### config.mk
export PLATFORM = sky130hd
export DESIGN_NAME = fifo_to_gpio
export DESIGN_NICKNAME = d
export VERILOG_FILES = /design/src/rtl/fifo_to_gpio_pkg.sv /design/src/rtl/fifo_to_gpio_sync.sv /design/src/rtl/fifo_to_gpio.sv
export SDC_FILE = /design/constraint.sdc
export NUM_CORES = 1
export LEC_CHECK = 0
export ABC_CLOCK_PERIOD_IN_PS = 2900
export CAP_MARGIN = 0
export CELL_PAD_IN_SITES_DETAIL_PLACEMENT = 2
export CELL_PAD_IN_SITES_GLOBAL_PLACEMENT = 2
export CORE_ASPECT_RATIO = 1.2
export CORE_MARGIN = 3
export CORE_UTILIZATION = 24
export CTS_CLUSTER_DIAMETER = 80
export CTS_CLUSTER_SIZE = 25
export DETAILED_ROUTE_END_ITERATION = 6
export PLACE_DENSITY = 0.94
export SLEW_MARGIN = 30
export SYNTH_ARGS = -nofsm -noshare
export SYNTH_HDL_FRONTEND = slang
export SYNTH_SLANG_ARGS = --single-unit
export TNS_END_PERCENT = 5
### constraint.sdc
create_clock -name clk -period 2.9 [get_ports clk]
set_clock_uncertainty 0.1 [all_clocks]
set_input_delay 0.435 -clock clk [delete_from_list [all_inputs] [get_ports clk]]
set_output_delay 0.435 -clock clk [all_outputs]
set_load 0.01 [all_outputs]
### src/rtl/fifo_to_gpio_pkg.sv
// Shared definitions for the EMIO GPIO <-> PL FIFO bridges.
// Both directions share one 40-bit EMIO bank layout. The writer constants are
// kept here so the two bridges agree on where the control bits live.
package fifo_to_gpio_pkg;

  localparam int GPIO_W = 40;

  // GPIO-to-FIFO writer, PS->PL control bits
  localparam int GPIO_WR_DATA_LSB  = 0;
  localparam int GPIO_WR_WRITE_BIT = 32;
  localparam int GPIO_WR_RST_BIT   = 33;

  // FIFO-to-GPIO reader, PS->PL control bits
  localparam int GPIO_CLR_BIT = 32;
  localparam int GPIO_REQ_BIT = 33;

  // FIFO-to-GPIO reader, PL->PS status bits
  localparam int GPIO_DATA_LSB  = 0;
  localparam int GPIO_ACK_BIT   = 32;
  localparam int GPIO_VALID_BIT = 33;
  localparam int GPIO_EMPTY_BIT = 34;
  localparam int GPIO_RSVD_BIT  = 35;
  localparam int GPIO_CNT_LSB   = 36;
  localparam int GPIO_CNT_W     = 4;

  typedef enum logic [1:0] {
    IDLE = 2'd0,
    WAIT = 2'd1,
    ACK  = 2'd2
  } rd_state_e;

endpackage

### src/rtl/fifo_to_gpio_sync.sv
// N-flop synchronizer with asynchronous reset, used for the PS request and
// clear bits arriving over EMIO.
// Ports:
//   clk - sampling clock
//   rst - asynchronous active-high reset, clears the whole chain
//   d   - asynchronous input bit
//   q   - synchronized output, STAGES clocks behind d
module gpio_sync #(
  parameter int STAGES = 2
) (
  input  logic clk,
  input  logic rst,
  input  logic d,
  output logic q
);

  logic [STAGES-1:0] chain;

  always_ff @(posedge clk or posedge rst) begin
    if (rst) begin
      chain <= '0;
    end else begin
      chain <= {chain[STAGES-2:0], d};
    end
  end

  assign q = chain[STAGES-1];

endmodule

### src/rtl/fifo_to_gpio.sv
// Read-side bridge: pops one word from the PL FIFO per PS request and hands it
// to the PS over EMIO GPIO with a four-phase req/ack handshake.
// Ports:
//   clk         - PL clock, also the FIFO read clock
//   rst         - asynchronous active-high reset
//   emio_gpio_i - PS->PL: [33] rd_req, [32] clear
//   emio_gpio_o - PL->PS: [31:0] data, [32] ack, [33] valid, [34] empty,
//                 [35] 0, [39:36] read_count[3:0]
//   empty       - FIFO empty flag
//   din         - FIFO read data
//   rd_en       - FIFO read strobe, one-cycle pulse
//
// state | meaning
// ------+------------------------------------------------------------
// IDLE  | waiting for a request; pops if the FIFO has data
// WAIT  | read issued, counting down the FIFO read latency
// ACK   | ack held (valid set if a word was read) until req drops
module fifo_to_gpio
  import fifo_to_gpio_pkg::*;
#(
  parameter int READ_LATENCY = 1,
  parameter int SYNC_STAGES  = 2
) (
  input  logic              clk,
  input  logic              rst,
  input  logic [GPIO_W-1:0] emio_gpio_i,
  output logic [GPIO_W-1:0] emio_gpio_o,
  input  logic              empty,
  input  logic [31:0]       din,
  output logic              rd_en
);

  localparam logic [1:0] LAT_INIT = 2'(READ_LATENCY);

  logic       req_s;
  logic       clr_s;
  rd_state_e  state, state_nxt;
  logic [1:0] lat_cnt, lat_cnt_nxt;
  logic [31:0] data_q, data_nxt;
  logic       ack_q, ack_nxt;
  logic       valid_q, valid_nxt;
  logic       rd_en_q, rd_en_nxt;
  logic [7:0] read_count, read_count_nxt;

  gpio_sync #(.STAGES(SYNC_STAGES)) u_req_sync (
    .clk (clk),
    .rst (rst),
    .d   (emio_gpio_i[GPIO_REQ_BIT]),
    .q   (req_s)
  );

  gpio_sync #(.STAGES(SYNC_STAGES)) u_clr_sync (
    .clk (clk),
    .rst (rst),
    .d   (emio_gpio_i[GPIO_CLR_BIT]),
    .q   (clr_s)
  );

  always_ff @(posedge clk or posedge rst) begin
    if (rst) begin
      state      <= IDLE;
      lat_cnt    <= '0;
      data_q     <= '0;
      ack_q      <= 1'b0;
      valid_q    <= 1'b0;
      rd_en_q    <= 1'b0;
      read_count <= '0;
    end else begin
      state      <= state_nxt;
      lat_cnt    <= lat_cnt_nxt;
      data_q     <= data_nxt;
      ack_q      <= ack_nxt;
      valid_q    <= valid_nxt;
      rd_en_q    <= rd_en_nxt;
      read_count <= read_count_nxt;
    end
  end

  // rd_en is registered, so the FIFO sees it in the first WAIT cycle. With
  // READ_LATENCY=0 (FWFT) that same cycle has the word on din, which is why
  // the counter is loaded with READ_LATENCY and not READ_LATENCY-1.
  always_comb begin
    state_nxt      = state;
    lat_cnt_nxt    = lat_cnt;
    data_nxt       = data_q;
    ack_nxt        = ack_q;
    valid_nxt      = valid_q;
    rd_en_nxt      = 1'b0;
    read_count_nxt = read_count;

    if (clr_s) begin
      state_nxt      = IDLE;
      data_nxt       = '0;
      ack_nxt        = 1'b0;
      valid_nxt      = 1'b0;
      read_count_nxt = '0;
    end else begin
      case (state)
        IDLE: begin
          if (req_s) begin
            if (!empty) begin
              rd_en_nxt   = 1'b1;
              lat_cnt_nxt = LAT_INIT;
              state_nxt   = WAIT;
            end else begin
              // Nothing to read: acknowledge so the PS is not left hanging.
              ack_nxt   = 1'b1;
              valid_nxt = 1'b0;
              state_nxt = ACK;
            end
          end
        end
        WAIT: begin
          if (lat_cnt == 2'd0) begin
            data_nxt       = din;
            valid_nxt      = 1'b1;
            ack_nxt        = 1'b1;
            read_count_nxt = read_count + 8'd1;
            state_nxt      = ACK;
          end else begin
            lat_cnt_nxt = lat_cnt - 2'd1;
          end
        end
        ACK: begin
          // Leaving only on req low guarantees one pop per req high phase.
          if (!req_s) begin
            ack_nxt   = 1'b0;
            valid_nxt = 1'b0;
            state_nxt = IDLE;
          end
        end
        default: state_nxt = IDLE;
      endcase
    end
  end

  assign rd_en = rd_en_q;

  always_comb begin
    emio_gpio_o                                 = '0;
    emio_gpio_o[GPIO_DATA_LSB +: 32]            = data_q;
    emio_gpio_o[GPIO_ACK_BIT]                   = ack_q;
    emio_gpio_o[GPIO_VALID_BIT]                 = valid_q;
    emio_gpio_o[GPIO_EMPTY_BIT]                 = empty;
    emio_gpio_o[GPIO_RSVD_BIT]                  = 1'b0;
    emio_gpio_o[GPIO_CNT_LSB +: GPIO_CNT_W]     = read_count[GPIO_CNT_W-1:0];
  end

  logic unused_bits;
  assign unused_bits = ^{emio_gpio_i[GPIO_W-1:GPIO_REQ_BIT+1],
                         emio_gpio_i[GPIO_CLR_BIT-1:0],
                         read_count[7:GPIO_CNT_W]};

endmodule

* After elaboration in Yosys (flattened, before gate mapping)
Cells that the tools add are included.
Word-level totals: input port bits 75, output and inout port bits 41, word-level logic and storage cells 61, register bits after elaboration 51
Operators by class: equal/unequal tests 9, $add $sub $neg 2, mux-type cells 30, bitwise gates (word level) 1, reductions and logical operators 10
Operators by type and width (number):
- 2-to-1 mux 32 bit | 3
- 2-to-1 mux 8 bit | 3
- 2-to-1 mux 2 bit | 8
- 2-to-1 mux 1 bit | 12
- AND reduction 5 bit | 2
- inequality test 3 x 2 -> 1 bit, second input constant | 3
- adder 8 x 1 -> 8 bit, second input constant | 1
- case mux 1 bit (3 select lines) | 2
- case mux 2 bit (3 select lines) | 1
- nonzero test 2 bit | 3
- zero test 2 bit | 2
- inequality test 2 bit, second input constant | 2
- case mux 2 bit (2 select lines) | 1
- nonzero test 4 bit | 1
- inequality test 3 x 1 -> 1 bit, second input constant | 1
- AND reduction 3 bit | 1
- equality test 2 x 1 -> 1 bit, second input constant | 1
- equality test 2 bit, second input constant | 1
- inequality test 2 x 1 -> 1 bit, second input constant | 1
- AND reduction 2 bit | 1
- subtractor 2 x 1 -> 2 bit, second input constant | 1
- inverter 1 bit | 1

* Logic depth before layout (Yosys ltp)
depth in word-level cells 4, gate-level depth with buffers 7, depth with buffers taken out 5

* Cells and area by module
Synthesis repeated with hierarchy kept, for this count alone.
Second synthesis, totals: cell total of the unflattened synthesis 136, area total of the unflattened synthesis 1854.3 sq um
By module, submodules not included:
- fifo_to_gpio | instances 1, sequential area each 1076.0 sq um, area each 1746.7 sq um, cells each 130
- gpio_sync | instances 2, sequential area each 50.0 sq um, area each 53.8 sq um, cells each 3

* Worst setup path after synthesis
No wires, ideal clock.
path kind register to register, start register state[0], end register ack_q, required time 2672 ps, setup time 128 ps, data arrival time 1511 ps, stages on the path, launching flop included 7, clock period less this slack 1739 ps, slack 1161 ps, cell sequence dfrtp_1 inv_1 ha_1 buf_6 mux2_4 nor3_4 mux2_1
Between the ends: longest elaborated chain between the ends 3, elaborated cells between the ends (all ways) 11, those cells by class 6 x eq/ne; 2 x mux; 3 x reduce/logical
Ends and longest elaborated chain:
- start: declaration | RTL line fifo_to_gpio.sv:37 | rd_state_e state, state_nxt;
- start signal: assignment | RTL line fifo_to_gpio.sv:69 | state <= state_nxt;
- equality test 2 bit, or another cell as far along | RTL line fifo_to_gpio.sv:98 | case (state)
- inequality test 3 x 2 -> 1 bit (no line), or another cell as far along
- AND reduction 5 bit (no line) / 2-to-1 mux 1 bit (equally long branches)
- end signal: assignment | RTL line fifo_to_gpio.sv:72 | ack_q <= ack_nxt;
- end: declaration | RTL line fifo_to_gpio.sv:40 | logic ack_q, ack_nxt;
Parallel ways exist; a longest one is shown, timed or not. A chain may end at the register's enable or synchronous reset.

* Worst setup path after layout
start input port empty, end output port emio_gpio_o[34]
RTL lines:
- start: declaration | RTL line fifo_to_gpio.sv:28 | input logic empty,
- end: declaration | RTL line fifo_to_gpio.sv:27 | output logic [GPIO_W-1:0] emio_gpio_o,
No word-level cell between the ends.

==> flow_summary.json <==
{
  "outcome": "complete, no violations",
  "setup_viol": 0,
  "ant_nets": 0,
  "final-instance-count-excl-fill": 310,
  "synth_warnings": 0,
  "most_common_cell_type_on_the_critical_path": "sky130_fd_sc_hd__clkdlybuf4s50_1",
  "instance_count_of_the_mapped_netlist": 144,
  "overflow": 0,
  "cts.repair.resized": 0,
  "clkSlewWorstSetupHoldPaths_ns": 0.08,
  "viasPerCell": 4.59,
  "rows": 35,
  "power_leakage_nw": 1.25,
  "layout-drive-gt1-share": 0.0734,
  "place.detailed.hpwl_microns": 3940,
  "sinks_on_clock_net": 47,
  "tritoncts.num_buffers": 5,
  "clock-root-buffer": "sky130_fd_sc_hd__clkbuf_8",
  "totalNegativeSetupSlack_ns": 0,
  "ff2ff_setup_slack_ns": 0.82,
  "synth-edff-count": 0,
  "first_iter_violations": 37,
  "route.detailed.drc": 0,
  "synth_seq_cells": 47,
  "clkLatencyLatePin_ns": 0.28,
  "grt_first_pass_wirelength_microns": 8870,
  "worst_slew_margin_rel": 0.594,
  "setup.worst_path.start_class": "primary input",
  "finalCritPeriodShare": 0.743,
  "slew_viol_final": 0,
  "final_nets": 299,
  "powerDensity_mw_per_mm2": 555,
  "cts.hold.buffers_added": 0,
  "hold_depth": 0,
  "worst_ep_arrival_time_ns": 1.62,
  "core-area_sq_mm": 0.00775,
  "die_height_microns": 104,
  "period_needed_ns": 2.15,
  "tritoncts": "yes",
  "synthDistinctLibCells": 31,
  "first_pass_iters": 4,
  "post_synth_main_area_contributors": "sky130_fd_sc_hd__dfrtp_1 61%, sky130_fd_sc_hd__a22o_1 15%, sky130_fd_sc_hd__ha_1 3.3%, sky130_fd_sc_hd__mux2i_1 2.1%, sky130_fd_sc_hd__buf_2 1.8%",
  "cts.htree.levels": 2,
  "route.final.wire_length_microns": 5210,
  "number_of_antenna_violations_at_the_first_check_in_global_routing": 0,
  "cp_num_buf_inv": 2,
  "initial_util": 0.248,
  "routedWlPerCell_microns": 16.8,
  "syn_to_final_growth_pct": 47.5,
  "reg2regPathDepth": 6,
  "ioPinCount": 116,
  "worst-path-stages": 2,
  "timing.critical_path.cells": "clkdlybuf4s50_1, clkdlybuf4s50_1",
  "worst_path_largest_cell_delay_ns": 0.60,
  "postSynthNetCount": 224,
  "crit_family": "buffers and inverters",
  "post_synth_top_cells": "47 x sky130_fd_sc_hd__dfrtp_1, 34 x sky130_fd_sc_hd__a22o_1, 7 x sky130_fd_sc_hd__buf_2, 7 x sky130_fd_sc_hd__inv_1, 5 x sky130_fd_sc_hd__ha_1",
  "post-place-ws_ns": 0.741,
  "worst_pin_slew_ns": 0.608,
  "synthesis.area_per_instance_sq_um": 13.3,
  "seq_area_frac_synth": 0.612,
  "max_freq_ghz": 0.464,
  "io_buffers": 76,
  "grt_setup_unrepaired": "false",
  "die_area_sq_mm": 0.00912,
  "ys_dominant_reg_cell": "sky130_fd_sc_hd__dfrtp_1",
  "drv.max_cap_violation_count": 0,
  "hold-worst-slack_ns": 0.258,
  "worst_path_max_delay_cell": "sky130_fd_sc_hd__clkdlybuf4s50_1",
  "post_cts.repair.setup_buffers": 0,
  "number_of_global_route_vias_before_repair": 1692,
  "syn-cell-area_sq_mm": 0.00192,
  "worstHoldPathType": "register to register",
  "post-synth-top-count-cell": "sky130_fd_sc_hd__dfrtp_1",
  "path_class": "primary input to primary output",
  "worst-path-max-fanout": 7,
  "endpoint_required_time_on_the_critical_path_ns": 2.37,
  "finalWeightedCongestion": 0.715,
  "clk_path_buf_depth": 2,
  "place.detailed.instances": 304,
  "diodes": 0,
  "gr-usage-all-layers": 0.124,
  "setup_slack_ns": 0.746,
  "irDropWorstVdd_mv": 0.236,
  "hold_viol_final": 0,
  "worst_setup_path_end_kind": "primary output",
  "synth.largest_area_cell": "sky130_fd_sc_hd__dfrtp_1",
  "dieWidth_microns": 87.7,
  "ffs_w_async_s_r_synth": 1.00,
  "vias": 1422,
  "pin_count_of_the_biggest_net_entering_global_routing": 29,
  "synth_top_cell_area_share": 0.612
}
[kinds of logic (layout without fill, tap and decap cells)]
| group | after synthesis | after routing | synth area share |
|---|---|---|---|
| buffers and inverters | 20 | 94 | 0.0553 |
| and+or+nand+nor | 20 | 20 | 0.0677 |
| adders and majority gates | 5 | 5 | 0.0326 |
| other | 1 | 1 | 0.00195 |
| AOI/OAI and AO/OA | 43 | 43 | 0.187 |
| xor gates and xnor gates | 2 | 2 | 0.00912 |
| DFF | 47 | 47 | 0.612 |
| muxes | 6 | 6 | 0.0345 |
[per-stage QoR]
stage / cell area (sq um) / power (mW) / utilization
finish: 2840 / 1.57 / 0.366
global route: 2840 / 1.69 / 0.366
CTS: 2840 / 1.61 / 0.366
detailed placement: 2760 / 1.23 / 0.356
global placement: 2760 / 1.21 / 0.356
floorplan: 1920 / 1.06 / -
[state kept, by name (all words and copies together), names as in the netlist]
| register | cells |
|---|---|
| valid_q | 1 |
| u_clr_sync.chain | 2 |
| state | 2 |
| lat_cnt | 2 |
| read_count | 4 |
| u_req_sync.chain | 2 |
| rd_en | 1 |
| ack_q | 1 |
| data_q | 32 |
[cell usage in the layout, fill, tap and decap left out, types with 2 or more instances in the layout]
cell type,n
sky130_fd_sc_hd__nor2_1,3
sky130_fd_sc_hd__nor2b_1,3
sky130_fd_sc_hd__xor2_1,2
sky130_fd_sc_hd__dfrtp_1,47
sky130_fd_sc_hd__ha_1,5
sky130_fd_sc_hd__clkbuf_8,5
sky130_fd_sc_hd__nand3_1,2
sky130_fd_sc_hd__nand2b_1,4
sky130_fd_sc_hd__buf_4,5
sky130_fd_sc_hd__inv_1,6
sky130_fd_sc_hd__clkdlybuf4s50_1,76
sky130_fd_sc_hd__a21oi_1,3
sky130_fd_sc_hd__a22o_1,34
sky130_fd_sc_hd__o21ai_0,2
sky130_fd_sc_hd__mux2i_1,4
[cell type report]
class	count	area [sq um]
Fill cell	798	4920
Sequential cell	47	1180
Timing Repair Buffer	81	798
Multi-Input combinational cell	77	647
Tap cell	92	115
Clock buffer	6	72.6
Inverter	7	26.3
[power breakdown]
group	leakage, nW	internal [mW]	switching, mW	total [mW]
combinational	0.573	0.229	0.233	0.462
sequential	0.640	0.711	0.0350	0.746
clock	0.0371	0.161	0.205	0.366
[worst paths after layout]
check,from,endpoint
max reg2reg,state[1],read_count[3]
min reg2reg,u_clr_sync.chain[0],u_clr_sync.chain[1]
min,u_clr_sync.chain[0],u_clr_sync.chain[1]
min in group asynchronous,rst,data_q[22]
max,empty,emio_gpio_o[34]
max in group asynchronous,rst,data_q[14]
[layer usage]
metal | part of all wire | GRT usage | vias to the layer above
met5 | 0 | 0 | -
met4 | 0.0040 | 0.0230 | 0
met3 | 0.042 | 0.0333 | 2
met2 | 0.55 | 0.223 | 40
met1 | 0.40 | 0.144 | 721
li1 | - | - | 659
No activity file was read; power rests on OpenSTA's default activity.
